### src/rtl/hub75_scan_driver_if.sv
// Bundles the frame-buffer read port and the HUB75 panel pins of the scan driver.
// The driver uses the master modport; the frame buffer, the panel and the game logic use slave.
interface hub75_scan_driver_if #(
  parameter int COLS = 64,
  parameter int ROWS = 64
);
  logic                        en;
  logic [$clog2(ROWS)-1:0]     rd_row;
  logic [COLS-1:0]             rd_data;
  logic                        r1;
  logic                        r2;
  logic                        sclk;
  logic                        lat;
  logic                        oe_n;
  logic [$clog2(ROWS/2)-1:0]   addr;
  logic                        frame_done;

  modport master (
    input  en, rd_data,
    output rd_row, r1, r2, sclk, lat, oe_n, addr, frame_done
  );

  modport slave (
    output en, rd_data,
    input  rd_row, r1, r2, sclk, lat, oe_n, addr, frame_done
  );
endinterface

### src/rtl/hub75_scan_driver.sv
// Scans a COLSxROWS monochrome frame buffer out to a 1/(ROWS/2)-scan HUB75 panel.
// Each row pair is fetched, shifted MSB column first, latched, then shown for ON_CYCLES.
module hub75_scan_driver #(
  parameter int COLS      = 64,
  parameter int ROWS      = 64,
  parameter int ON_CYCLES = 256
) (
  input logic                 clk,
  input logic                 rst,
  hub75_scan_driver_if.master bus
);
  localparam int SCAN = ROWS / 2;
  localparam int RW   = $clog2(ROWS);
  localparam int AW   = $clog2(SCAN);
  localparam int CW   = $clog2(COLS);
  localparam int OW   = $clog2(ON_CYCLES + 1);

  typedef enum logic [2:0] {
    FETCH_A, FETCH_B, CAPT, SHIFT, LATCH, DISPLAY
  } state_t;

  state_t          state_reg, state_next;
  logic [AW-1:0]   cnt_reg, cnt_next;
  logic [CW-1:0]   col_reg, col_next;
  logic            phase_reg, phase_next;
  logic [OW-1:0]   on_reg, on_next;
  logic [COLS-1:0] top_sr_reg, top_sr_next;
  logic [COLS-1:0] bot_sr_reg, bot_sr_next;
  logic [RW-1:0]   rd_row_reg, rd_row_next;
  logic            r1_reg, r1_next;
  logic            r2_reg, r2_next;
  logic            sclk_reg, sclk_next;
  logic            lat_reg, lat_next;
  logic            oe_n_reg, oe_n_next;
  logic [AW-1:0]   addr_reg, addr_next;
  logic            frame_done_reg, frame_done_next;

  // Outputs are computed for the state being entered, so each registered
  // output lines up with state_reg in the following cycle.
  always_comb begin
    state_next      = state_reg;
    cnt_next        = cnt_reg;
    col_next        = col_reg;
    phase_next      = phase_reg;
    on_next         = on_reg;
    top_sr_next     = top_sr_reg;
    bot_sr_next     = bot_sr_reg;
    rd_row_next     = rd_row_reg;
    r1_next         = r1_reg;
    r2_next         = r2_reg;
    addr_next       = addr_reg;
    sclk_next       = 1'b0;
    lat_next        = 1'b0;
    oe_n_next       = 1'b1;
    frame_done_next = 1'b0;

    case (state_reg)
      FETCH_A: begin
        if (bus.en) begin
          state_next  = FETCH_B;
          rd_row_next = RW'(cnt_reg) + RW'(SCAN);
        end
      end
      FETCH_B: begin
        top_sr_next = bus.rd_data;
        state_next  = CAPT;
      end
      CAPT: begin
        // bot_sr is still loading, so the first lower bit comes straight from rd_data.
        bot_sr_next = bus.rd_data;
        col_next    = CW'(COLS - 1);
        phase_next  = 1'b0;
        r1_next     = top_sr_reg[COLS-1];
        r2_next     = bus.rd_data[COLS-1];
        state_next  = SHIFT;
      end
      SHIFT: begin
        if (!phase_reg) begin
          phase_next = 1'b1;
          sclk_next  = 1'b1;
        end else if (col_reg == '0) begin
          phase_next = 1'b0;
          lat_next   = 1'b1;
          addr_next  = cnt_reg;
          state_next = LATCH;
        end else begin
          phase_next = 1'b0;
          col_next   = col_reg - CW'(1);
          r1_next    = top_sr_reg[col_reg - CW'(1)];
          r2_next    = bot_sr_reg[col_reg - CW'(1)];
        end
      end
      LATCH: begin
        on_next    = '0;
        oe_n_next  = 1'b0;
        state_next = DISPLAY;
      end
      DISPLAY: begin
        if (on_reg == OW'(ON_CYCLES - 1)) begin
          cnt_next        = (cnt_reg == AW'(SCAN - 1)) ? '0 : cnt_reg + AW'(1);
          frame_done_next = (cnt_reg == AW'(SCAN - 1));
          rd_row_next     = RW'(cnt_next);
          state_next      = FETCH_A;
        end else begin
          on_next   = on_reg + OW'(1);
          oe_n_next = 1'b0;
        end
      end
      default: state_next = FETCH_A;
    endcase
  end

  always_ff @(posedge clk) begin
    if (rst) begin
      state_reg      <= FETCH_A;
      cnt_reg        <= '0;
      col_reg        <= '0;
      phase_reg      <= 1'b0;
      on_reg         <= '0;
      top_sr_reg     <= '0;
      bot_sr_reg     <= '0;
      rd_row_reg     <= '0;
      r1_reg         <= 1'b0;
      r2_reg         <= 1'b0;
      sclk_reg       <= 1'b0;
      lat_reg        <= 1'b0;
      oe_n_reg       <= 1'b1;
      addr_reg       <= '0;
      frame_done_reg <= 1'b0;
    end else begin
      state_reg      <= state_next;
      cnt_reg        <= cnt_next;
      col_reg        <= col_next;
      phase_reg      <= phase_next;
      on_reg         <= on_next;
      top_sr_reg     <= top_sr_next;
      bot_sr_reg     <= bot_sr_next;
      rd_row_reg     <= rd_row_next;
      r1_reg         <= r1_next;
      r2_reg         <= r2_next;
      sclk_reg       <= sclk_next;
      lat_reg        <= lat_next;
      oe_n_reg       <= oe_n_next;
      addr_reg       <= addr_next;
      frame_done_reg <= frame_done_next;
    end
  end

  assign bus.rd_row     = rd_row_reg;
  assign bus.r1         = r1_reg;
  assign bus.r2         = r2_reg;
  assign bus.sclk       = sclk_reg;
  assign bus.lat        = lat_reg;
  assign bus.oe_n       = oe_n_reg;
  assign bus.addr       = addr_reg;
  assign bus.frame_done = frame_done_reg;
endmodule

### src/flat_wrapper.sv
// flat-port wrapper written by rule: the top's interface ports become plain ports
module hub75_scan_driver_flat 
#(
  parameter int COLS      = 64,
  parameter int ROWS      = 64,
  parameter int ON_CYCLES = 256
)
  (clk, rst, bus_en, bus_rd_data, bus_rd_row, bus_r1, bus_r2, bus_sclk, bus_lat, bus_oe_n, bus_addr, bus_frame_done);
  hub75_scan_driver_if #(.COLS(COLS), .ROWS(ROWS)) bus_i ();
  input logic clk;
  input logic rst;
  input wire logic [$bits(bus_i.en)-1:0] bus_en;
  input wire logic [$bits(bus_i.rd_data)-1:0] bus_rd_data;
  output wire logic [$bits(bus_i.rd_row)-1:0] bus_rd_row;
  output wire logic [$bits(bus_i.r1)-1:0] bus_r1;
  output wire logic [$bits(bus_i.r2)-1:0] bus_r2;
  output wire logic [$bits(bus_i.sclk)-1:0] bus_sclk;
  output wire logic [$bits(bus_i.lat)-1:0] bus_lat;
  output wire logic [$bits(bus_i.oe_n)-1:0] bus_oe_n;
  output wire logic [$bits(bus_i.addr)-1:0] bus_addr;
  output wire logic [$bits(bus_i.frame_done)-1:0] bus_frame_done;
  assign bus_i.en = bus_en;
  assign bus_i.rd_data = bus_rd_data;
  assign bus_rd_row = bus_i.rd_row;
  assign bus_r1 = bus_i.r1;
  assign bus_r2 = bus_i.r2;
  assign bus_sclk = bus_i.sclk;
  assign bus_lat = bus_i.lat;
  assign bus_oe_n = bus_i.oe_n;
  assign bus_addr = bus_i.addr;
  assign bus_frame_done = bus_i.frame_done;
  hub75_scan_driver #(.COLS(COLS), .ROWS(ROWS), .ON_CYCLES(ON_CYCLES)) u_core (.clk(clk), .rst(rst), .bus(bus_i));
endmodule
### config.mk
export PLATFORM = sky130hd
export DESIGN_NAME = hub75_scan_driver_flat
export DESIGN_NICKNAME = d
export VERILOG_FILES = /design/src/rtl/hub75_scan_driver_if.sv /design/src/rtl/hub75_scan_driver.sv /design/src/flat_wrapper.sv
export SDC_FILE = /design/constraint.sdc
export NUM_CORES = 1
export LEC_CHECK = 0
export ABC_AREA = 0
export CORE_ASPECT_RATIO = 1.4
export CORE_UTILIZATION = 50
export DETAILED_ROUTE_END_ITERATION = 16
export GPL_ROUTABILITY_DRIVEN = 0
export PLACE_DENSITY = 0.72
export RECOVER_POWER = 25
export SLEW_MARGIN = 20
export SYNTH_ARGS = -nofsm -noshare
export SYNTH_HDL_FRONTEND = slang
export SYNTH_SLANG_ARGS = --single-unit
### constraint.sdc
create_clock -name clk -period 4.45 [get_ports clk]
set_clock_uncertainty 0.05 [all_clocks]
set_input_delay 0.89 -clock clk [delete_from_list [all_inputs] [get_ports clk]]
set_output_delay 0.89 -clock clk [all_outputs]
set_load 0.01 [all_outputs]
==> run metrics <==
overall die height 147 um; fin crit share 77.8%; synth warn 0; hold crit path type flip-flop to flip-flop; crit path kind primary input to flip-flop; post-DP HPWL 12000 um; Lkg Pwr 0.00329 uW; r2r startpoint u_core.col_reg[1]; quantity of hold-fixing buffers added after cts 0; total routed wirelength 18200 um; Commonest cells post-synth nand2_1 (273), dfxtp_1 (169), a21oi_1 (148); initial core utilization 51.5%; PD cells 489 nW/um^2; flop2flop setup slack 1390 ps; DP Cell Count 1088; row count 52; CTS resizes 0; Worst-path clk slew 60 ps; R2R cell count 8; most frequent cell after synthesis nand2_1; first-pass GRT wire length 29800 um; vias in the first global route 5898; Syn Inst Count 873; Synth Flop Type dfxtp_1; setup_tns 0 ps; postcts setup bufs 0; status complete, but fails checks; CTS tree built; die width 106 um; clock buffer depth 2; synth unique cells 52; Num CTS Buffers 17; RSZ-0062 raised after global routing no; hold_ws 406 ps; largest family of logic cells by synthesized area simple AND/OR/NAND/NOR gates; Worst setup EP type flip-flop; synthesis-stage register bit count 169; Net Sw Frac 30.5%; Tmin final 3460 ps; Net Sw Power 1330 uW; Hold Path Sink u_core.bot_sr_reg[9]; CP Launch Type primary input; synthesized area 7510 sq um; Setup Viol. Count Final 0; Max Fclk 289 MHz; data arrival time of the critical path 3660 ps; port bufs 83; Starting DRT DRC Count 417; Clock Power Share 35.2%; Max IR drop VDD 0.271 mV; Synth area leaders dfxtp_1 (45%), nand2_1 (14%), a21oi_1 (9.9%), mux4_1 (5.6%), mux4_2 (4.8%); Hold Vio Cnt, Final 0; post-route ant nets 0; post-synthesis sequential area ratio 45.0%; Clock Latency Late Sink 440 ps; Comb pwr share 23.5%; ys async rst share 0%; CP max FO 95; failing checks max-capacitance violations, max-slew violations; n_diodes 0; Overall Power 4350 uW; relative slew slack -36.2%; cell taking the most area after synthesis dfxtp_1; Synth top area share 45.0%; fin util 61.1%; WL per Instance 16.3 um; multiplexer area fraction after synthesis 12.1%; maxcap violations 1; register share of total power 41.3%; drt first pass iters 5; CTS H-Tree Depth 4; Non-Filler Instances 1120; clock root cell clkbuf_16; Synth Area per Inst 8.60 sq um; Internal Pwr Total 3030 uW; drt via density 5.65; GR Util All Layers 24.5%; # clock sinks 169; I/O pins 84; antenna violations before repair 0; hold path cells 2; EDFF count, synth 0; # DRC 0; Post-Synth XOR/XNOR Area 1.27%; layout cells sized above 1 7.73%; total number of vias 6329; core region area 14600 sq um; syn nets 946; worst slew pin tran 2040 ps; largest net degree at the start of global routing 96; Synth Area in Simple Gates 20.9%; critical path required time 4650 ps; Slew Viols, Final 96; Area growth syn-to-layout 18.5%; Worst R2R End u_core.bus.r1; Adder-Cell Fraction of Synth Area 1.00%; Compound-Gate Fraction of Synth Area 14.1%; total grt overflow 0; Hold Startpoint u_core.bot_sr_reg[9]; Final #Nets 991; Die Footprint 15500 sq um
==> per-layer routing <==
| metal | wire, um | part of all wire [%] | GRT usage, % |
|---|---|---|---|
| met1 | 7480 | 41 | 29.6 |
| met3 | 766 | 4.2 | 4.66 |
| met5 | 0 | 0 | 0 |
| met4 | 686 | 3.8 | 11.6 |
| met2 | 9300 | 51 | 41.8 |
==> critical path, cell delays in order <==
cell and delay, ps:
clkbuf_2 1380, clkbuf_2 1220, a21oi_1 90
==> per-stage QoR <==
stage	area [sq um]	worst slack [ps]
floorplan	7510	1670
global placement	8310	1570
detailed placement	8310	1440
CTS	8920	1420
global route	8900	722
finish	8900	990
==> layout make-up <==
| type | instances | area, sq um |
|---|---|---|
| inverters | 9 | 33.8 |
| clock buffers | 19 | 443 |
| flip-flops and latches | 169 | 3380 |
| multi-input cells | 627 | 3730 |
| repair buffers | 94 | 906 |
| fillers | 1301 | 5670 |
| well taps | 189 | 236 |
| clock inverters | 13 | 166 |
==> cell usage in the layout (no fill, tap or decap), types with 4 or more instances in the layout <==
cell             instances
a211oi_1                12
a21oi_1                148
a311oi_1                 5
and3_1                   7
buf_4                   10
clkbuf_16               17
clkdlybuf4s50_1         82
dfxtp_1                169
ha_1                     6
inv_1                    9
inv_6                    4
mux2i_1                 13
mux4_1                  16
mux4_2                  16
nand2_1                272
nand2b_1                 4
nand3_1                  9
nor2_1                  40
nor3_1                  19
o21ai_0                  8
xnor2_1                  4
xor2_1                   5
==> kinds of logic (layout without fill, tap and decap cells) <==
group,after synthesis,in the layout
flops,169,169
fa+ha+maj,6,6
buf+inv,77,135
mux,45,45
xor+xnor,10,10
compound gates,189,189
simple gates,377,377
==> worst max-delay path by stage <==
stage | startpoint | to | slack, ps | cells after the start
floorplan | u_core.col_reg[0] | u_core.bus.r1 | 1670 | 13
detailed placement | u_core.col_reg[1] | u_core.bus.r1 | 1440 | 9
finish | rst | u_core.top_sr_reg[31] | 990 | 3
global placement | u_core.col_reg[1] | u_core.bus.r1 | 1570 | 9
CTS | u_core.col_reg[1] | u_core.bus.r1 | 1420 | 9
global route | rst | u_core.top_sr_reg[31] | 720 | 3
==> power by group through the flow <==
stage	clock [uW]	sequential [uW]	combinational, uW
after global placement	0	1830	1000
after detailed placement	0	1830	1020
after CTS	1550	1800	1030
final	1530	1800	1020
after floorplan	0	1760	830
after global routing	1610	1810	1130
No activity file was read; power rests on OpenSTA's default activity.
